File: src/rtl/packet_reverse_buffer.sv
// Packet reverse buffer: captures up to DEPTH words of a packet, waits DELAY cycles,
// then replays the stored words last-to-first, optionally bit-reversing each word.
module packet_reverse_buffer #(
    parameter int DATA_W  = 4,
    parameter int DEPTH   = 4,
    parameter int BIT_REV = 1,
    parameter int DELAY   = 3
) (
    input  logic                         clock,
    input  logic                         reset,
    input  logic                         in_valid,
    output logic                         in_ready,
    input  logic [DATA_W-1:0]            in_data,
    input  logic                         in_last,
    output logic                         out_valid,
    input  logic                         out_ready,
    output logic [DATA_W-1:0]            out_data,
    output logic                         out_last,
    output logic [$clog2(DEPTH+1)-1:0]   pkt_len,
    output logic                         overflow,
    output logic                         busy
);

    localparam int LEN_W = $clog2(DEPTH + 1);
    localparam int IDX_W = (DEPTH > 1) ? $clog2(DEPTH) : 1;
    localparam int DLY_W = (DELAY > 0) ? $clog2(DELAY + 1) : 1;
    localparam logic [LEN_W-1:0] DEPTH_L = LEN_W'(DEPTH);
    localparam logic [DLY_W-1:0] DELAY_L = DLY_W'(DELAY);

    typedef enum logic [1:0] {
        FILL,
        HOLD,
        DRAIN
    } state_t;

    state_t              state, state_n;
    logic [LEN_W-1:0]    count, count_n;
    logic [DLY_W-1:0]    delay_cnt, delay_n;
    logic [IDX_W-1:0]    rd_idx, rd_idx_n;
    logic [LEN_W-1:0]    last_idx;
    logic                in_ready_n;
    logic                out_valid_n;
    logic                out_last_n;
    logic                overflow_n;
    logic                busy_n;
    logic [DATA_W-1:0]   out_data_n;
    logic [LEN_W-1:0]    pkt_len_n;
    logic                wr_en;
    logic [IDX_W-1:0]    wr_idx;
    logic [DATA_W-1:0]   mem [DEPTH];

    function automatic logic [DATA_W-1:0] present(input logic [DATA_W-1:0] word);
        logic [DATA_W-1:0] result;
        result = word;
        if (BIT_REV != 0) begin
            for (int i = 0; i < DATA_W; i++) begin
                result[i] = word[DATA_W-1-i];
            end
        end
        return result;
    endfunction

    always_comb begin
        state_n     = state;
        count_n     = count;
        delay_n     = delay_cnt;
        rd_idx_n    = rd_idx;
        in_ready_n  = in_ready;
        out_valid_n = out_valid;
        out_data_n  = out_data;
        out_last_n  = out_last;
        pkt_len_n   = pkt_len;
        overflow_n  = overflow;
        busy_n      = busy;
        wr_en       = 1'b0;
        wr_idx      = count[IDX_W-1:0];
        last_idx    = pkt_len - LEN_W'(1);

        case (state)
            FILL: begin
                in_ready_n  = 1'b1;
                out_valid_n = 1'b0;
                out_last_n  = 1'b0;
                busy_n      = 1'b0;
                if (in_valid && in_ready) begin
                    // The first word of a packet always fits, so it always clears the sticky flag
                    if (count == '0) begin
                        overflow_n = 1'b0;
                    end
                    if (count < DEPTH_L) begin
                        wr_en   = 1'b1;
                        count_n = count + LEN_W'(1);
                    end else begin
                        overflow_n = 1'b1;
                    end
                    if (in_last) begin
                        pkt_len_n  = count_n;
                        delay_n    = DELAY_L;
                        state_n    = HOLD;
                        in_ready_n = 1'b0;
                        busy_n     = 1'b1;
                    end
                end
            end

            HOLD: begin
                in_ready_n = 1'b0;
                busy_n     = 1'b1;
                if (delay_cnt == '0) begin
                    state_n     = DRAIN;
                    rd_idx_n    = last_idx[IDX_W-1:0];
                    out_valid_n = 1'b1;
                    out_data_n  = present(mem[rd_idx_n]);
                    out_last_n  = (last_idx == '0);
                end else begin
                    delay_n = delay_cnt - DLY_W'(1);
                end
            end

            DRAIN: begin
                in_ready_n = 1'b0;
                busy_n     = 1'b1;
                if (out_valid && out_ready) begin
                    if (out_last) begin
                        state_n     = FILL;
                        count_n     = '0;
                        in_ready_n  = 1'b1;
                        out_valid_n = 1'b0;
                        out_last_n  = 1'b0;
                        busy_n      = 1'b0;
                    end else begin
                        rd_idx_n   = rd_idx - IDX_W'(1);
                        out_data_n = present(mem[rd_idx_n]);
                        out_last_n = (rd_idx_n == '0);
                    end
                end
            end

            default: begin
                state_n = FILL;
            end
        endcase
    end

    always_ff @(posedge clock) begin
        if (reset) begin
            state     <= FILL;
            count     <= '0;
            delay_cnt <= '0;
            rd_idx    <= '0;
            in_ready  <= 1'b0;
            out_valid <= 1'b0;
            out_data  <= '0;
            out_last  <= 1'b0;
            pkt_len   <= '0;
            overflow  <= 1'b0;
            busy      <= 1'b0;
        end else begin
            state     <= state_n;
            count     <= count_n;
            delay_cnt <= delay_n;
            rd_idx    <= rd_idx_n;
            in_ready  <= in_ready_n;
            out_valid <= out_valid_n;
            out_data  <= out_data_n;
            out_last  <= out_last_n;
            pkt_len   <= pkt_len_n;
            overflow  <= overflow_n;
            busy      <= busy_n;
        end
    end

    // Storage carries no reset; stale words are never read because count restarts at zero
    always_ff @(posedge clock) begin
        if (wr_en && !reset) begin
            mem[wr_idx] <= in_data;
        end
    end

endmodule

File: config.mk
export PLATFORM = sky130hd
export DESIGN_NAME = packet_reverse_buffer
export DESIGN_NICKNAME = d
export VERILOG_FILES = /design/src/rtl/packet_reverse_buffer.sv
export SDC_FILE = /design/constraint.sdc
export NUM_CORES = 1
export LEC_CHECK = 0
export ABC_AREA = 1
export BUFFER_PORTS_ARGS = -buffer_cell sky130_fd_sc_hd__buf_2
export CORE_UTILIZATION = 58
export DETAILED_ROUTE_END_ITERATION = 8
export HOLD_SLACK_MARGIN = 0.06
export PLACE_DENSITY_LB_ADDON = 0.3
export SLEW_MARGIN = 15
export SYNTH_ARGS = -nofsm -noshare
export SYNTH_HDL_FRONTEND = slang
export SYNTH_SLANG_ARGS = --single-unit
File: constraint.sdc
create_clock -name clock -period 1.8 [get_ports clock]
set_clock_uncertainty 0.05 [all_clocks]
set_input_delay 0.36 -clock clock [delete_from_list [all_inputs] [get_ports clock]]
set_output_delay 0.36 -clock clock [all_outputs]
set_load 0.02 [all_outputs]
After elaboration in Yosys (flattened, before gate mapping)
Memories as Yosys holds them, arrays and structs flattened.
Index checks and enable logic that the tools add are counted.
{"block": "op_classes", "muxes": 48, "reduce_logical": 21, "order_cmp": 1, "n_addsub": 4, "n_eq_ne": 10}
{"op": "2-bit two-way mux", "n": 11}
{"op": "1-bit two-way mux", "n": 21}
{"op": "2-bit != test (second input constant)", "n": 8}
{"op": "4-bit AND reduction", "n": 4}
{"op": "3-bit two-way mux", "n": 4}
{"op": "4-bit two-way mux", "n": 3}
{"op": "1-bit case mux with 3 select lines", "n": 4}
{"op": "3-bit AND reduction", "n": 3}
{"op": "2-bit case mux with 2 select lines", "n": 2}
{"op": "4-bit case mux with 2 select lines", "n": 1}
{"op": "2-bit zero test", "n": 3}
{"op": "3-bit zero test", "n": 2}
{"op": "2-bit case mux with 3 select lines", "n": 1}
{"op": "3-bit case mux with 2 select lines", "n": 1}
{"op": "2-bit nonzero test", "n": 3}
{"op": "5-bit AND reduction", "n": 1}
{"op": "2-bit by 1-bit subtractor with 2-bit output (second input constant)", "n": 2}
{"op": "3-bit by 1-bit adder with 3-bit output (second input constant)", "n": 1}
{"op": "1-bit logical AND", "n": 3}
{"op": "3-bit < comparator (second input constant)", "n": 1}
{"op": "3-bit nonzero test", "n": 1}
{"op": "3-bit by 1-bit subtractor with 3-bit output (second input constant)", "n": 1}
{"op": "2-bit by 1-bit equality test with 1-bit output (second input constant)", "n": 1}
{"op": "2-bit equality test (second input constant)", "n": 1}
{"op": "1-bit zero test", "n": 1}
{"block": "word_totals", "mem_count": 1, "ramBits": 16, "regBits": 21}
{"name": "mem", "depth": 4, "word_bits": 4, "rd": 2, "rd_clocked_by_memory_dff": 0, "wr": 1, "line": "50", "text": "logic [DATA_W-1:0] mem [DEPTH];"}

Logic depth before layout (Yosys ltp)
{"block": "depth", "depth_word": 7, "mapped_depth": 10, "ltp_nobuf": 10}

Worst setup path before layout
No wires, ideal clock.
{"block": "synth_path", "path_type": "reg2reg", "start": "register pkt_len[0]", "end": "register out_data[0]", "t_arrival_ps": 1583, "required_ps": 1634, "stages_incl_launch_ff": 10, "synth_period_minus_slack_ps": 1749, "path_slack_ps": 51, "path_cell_list": "dfxtp_1 -> buf_2 -> inv_2 -> ha_1 -> nor2_1 -> nand3_1 -> nand2_1 -> clkinv_1 -> nand2_1 -> a21oi_1"}
{"block": "synth_via", "elab_chain_len": 4}
{"item": "from (decl)", "line": "19", "text": "output logic [$clog2(DEPTH+1)-1:0] pkt_len,"}
{"item": "from (signal assigned)", "line": "167", "text": "pkt_len <= pkt_len_n;"}
{"item": "3-bit by 1-bit subtractor with 3-bit output", "line": "77", "text": "last_idx = pkt_len - LEN_W'(1);"}
{"item": "memory 4 x 4 bit"}
{"item": "4-bit two-way mux", "line": "109", "text": "if (delay_cnt == '0) begin"}
{"item": "4-bit case mux with 2 select lines", "line": "79", "text": "case (state)"}
{"item": "to (signal assigned)", "line": "165", "text": "out_data <= out_data_n;"}
{"item": "to (decl)", "line": "17", "text": "output logic [DATA_W-1:0] out_data,"}
Every way passes these cells. The select of a mux whose other input is x is not followed.
A chain may end at the register's enable or synchronous reset.

Worst setup path after layout
{"block": "layout_path", "start": "register state[0]", "end": "register out_data[2]"}
{"block": "layout_via", "elab_chain_len": 3, "word_cells_on_any_way": 8, "classes_between": "eq/ne: 5; mux: 1; reduce/logical: 2"}
{"item": "from (decl)", "line": "36", "text": "state_t state, state_n;"}
{"item": "from (signal assigned)", "line": "159", "text": "state <= state_n;"}
{"item": "2-bit equality test or 2-bit by 1-bit equality test with 1-bit output (tied branches)", "line": "79"}
{"item": "2-bit != test (no line) or 2-bit nonzero test (tied branches)"}
{"item": "4-bit AND reduction (no line)"}
Several ways; a longest one is shown, not always the timed one.

==> impl_metrics.ini <==
[cells_and_area]
fin_util_pct = 68.02
final-seq-area_um2 = 900.9
fill_cells = 293
multiInputGateArea_um2 = 943.4
antennaDiodeCount = 0
drive_gt1_share_pct = 16.56
final_nets = 323
syn2layout_area_growth_pct = 12.32

[yosys]
yosys-top-cells-count = nand2_1 (89), inv_1 (30), nor2_1 (24), nand3_1 (22), dfxtp_1 (21)
synthAdderAreaFrac_pct = 8.050
yosys_warnings = 0
ys_async_sr_fraction_pct = 0
synth_edf_count = 16
synth_fp_nets = 292
synth_xor_area_share_pct = 0.4334
ys_types = 22
synth_cells = 270
netlist.top_cell.by_area = edfxtp_1
syn_area_per_cell_um2 = 7.484
synth_top_area_share_pct = 23.78
synthSimpleGateAreaFrac_pct = 30.46
syn-cell-area_um2 = 2021
synth.most_common_cell = nand2_1
synth_top_family_by_area = simple AND/OR/NAND/NOR gates
synth-seq-cells = 37
netlist_top_cells_area = edfxtp_1 (24%), dfxtp_1 (21%), nand2_1 (17%)
synthMuxAreaShare_pct = 0
synth_ff_type = dfxtp_1
ys_seq_area_share_pct = 44.58
synth_compound_area_share_pct = 7.740

[detailed_routing]
drt-total-wl_mm = 4.003
drt_iter0_markers = 138
postRouteAntennaNets = 0
avgRoutedWirePerCell_um = 11.50
drcViolationCount = 0
first_pass_iters = 4
vias = 1737
viasPerCell = 4.991

[die]
die_w_um = 61.03
core_area_um2 = 3337
ioPinCount = 21
die-area_um2 = 3724
die_h_um = 61.03
std_cell_rows = 21
initial_core_util_pct = 60.55

[placed_design]
pre_cts_slack_ns = 0.1229
port_buffers = 20
routabilityCongestion = 0.8774
detailed_place_hpwl_mm = 2.986

[timing]
worst_slack_ns = 0.08828
hold_viol = 0
finalCritPeriodShare_pct = 95.10
grt_setup_unrepaired = yes
finalSetupViolations = 0
slew_headroom_pct = 76.89
slew_violations = 0
fin_crit_ns = 1.712
tns_ns = 0
tightest_slew_ns = 0.3453
fin_hold_ws_ns = 0.1670
max_freq_mhz = 584.2

[grt]
gr-usage-met3_pct = 6.723
grt_util_met2_pct = 39.13
grt_util_met1_pct = 31.18
grt_pass1_wl_mm = 6.541
grt-busiest-layer = met2
grtUsageTotal_pct = 24.26
grt_max_degree = 17
grt_pass1_vias = 1536
gr-total-overflow = 0
grt_antenna_before_repair = 0

[setup_path]
worstPathArrival_ns = 1.92
cp-startpoint = state[0]
end_kind = register
path_class = reg -> reg
r2r-start = state[0]
cp-start-kind = register
cp_max_fo = 8
required_ns = 2.01

[power]
finalPower_mw = 3.370
power_density_nw_per_um2 = 1485
irDropWorstVdd_v = 0.0007416
p_leak_nw = 1.099

[clock_tree]
clock_latency_ns = 0.35
clk_pin_slew_ns = 0.13
numClockSinks = 37
cts_buffers = 5
htree_levels = 2
clockBufferDepth = 2
hold_buffers = 0
root_buffer = clkbuf_4
cts_tree = built

[worst_hold_path]
hold_path_class = in -> reg
hp-start = in_data[2]

[flow_run]
cap_viol_max_count = 0

[status]
status = finished clean
==> per-stage QoR <==
stage | cells | area, um^2
after floorplan | 270 | 2021
final | 348 | 2270
after detailed placement | 340 | 2207
after CTS | 348 | 2270
after global routing | 348 | 2270
after global placement | 340 | 2207
==> cell usage in the layout (no fill, tap or decap), drive strengths merged <==
cell,netlist,layout
clkinvlp,0,1
o21bai,1,1
ha,13,13
edfxtp,16,16
nor2,25,25
buf,4,28
clkinv,3,4
nor3,4,4
o21ai,13,13
a21oi,16,16
xnor2,1,1
nand3,23,23
inv,35,36
nand2,95,95
dfxtp,21,21
clkbuf,0,5
==> final cells by class <==
cell class              instances  area share [%]
multi-input cells             191           41.57
flip-flops and latches         37           39.69
inverters                      38           6.395
clock buffers                   5           1.654
clock inverters                 3           1.103
repair buffers                 28           7.056
well taps                      46           2.536
==> registers in the layout (all words and copies together), names as in the netlist <==
| signal | count |
|---|---|
| rd_idx | 2 |
| overflow | 1 |
| count | 3 |
| out_valid | 1 |
| state | 2 |
| mem | 16 |
| busy | 1 |
| pkt_len | 3 |
| delay_cnt | 2 |
| out_last | 1 |
| out_data | 4 |
| in_ready | 1 |
==> report_power, final <==
part / internal (mW) / total [mW] / switching (mW)
clock: 0.159 / 0.467 / 0.308
combinational: 0.600 / 1.71 / 1.11
sequential: 1.07 / 1.19 / 0.121
total: 1.83 / 3.37 / 1.54
==> cell families (layout without fill, tap and decap cells) <==
kind of cell	Yosys count	in the layout
flops	37	37
buf+inv	42	74
xor+xnor	1	1
simple gates	147	147
fa+ha+maj	13	13
compound gates	30	30
==> metal layers <==
metal / wire (um) / up-vias
met5: 0 / -
met4: 52 / 0
met3: 210 / 6
met2: 1869 / 52
met1: 1871 / 766
li1: - / 913
==> worst paths after layout <==
kind,to,slack (ns),depth (start not counted)
worst min register to register,delay_cnt[0],0.40,1
worst max-delay path,out_data[2],0.09,9
worst max register to register,out_data[2],0.09,9
worst min-delay path,mem[0][2],0.17,1
==> critical path: stages (launching register included) <==
cell,delay [ns]
dfxtp_1,0.39
inv_1,0.11
ha_1,0.32
buf_4,0.21
nor2_2,0.19
nand3_1,0.11
nand2_1,0.08
clkinv_1,0.06
nand2_1,0.06
a21oi_1,0.05
==> what timing repair did <==
item / CTS / global route
setup endpoints to repair: 0 / 14
resized for setup: 0 / 0
buffers inserted: 0 / 0
(Power assumes the default switching activity.)
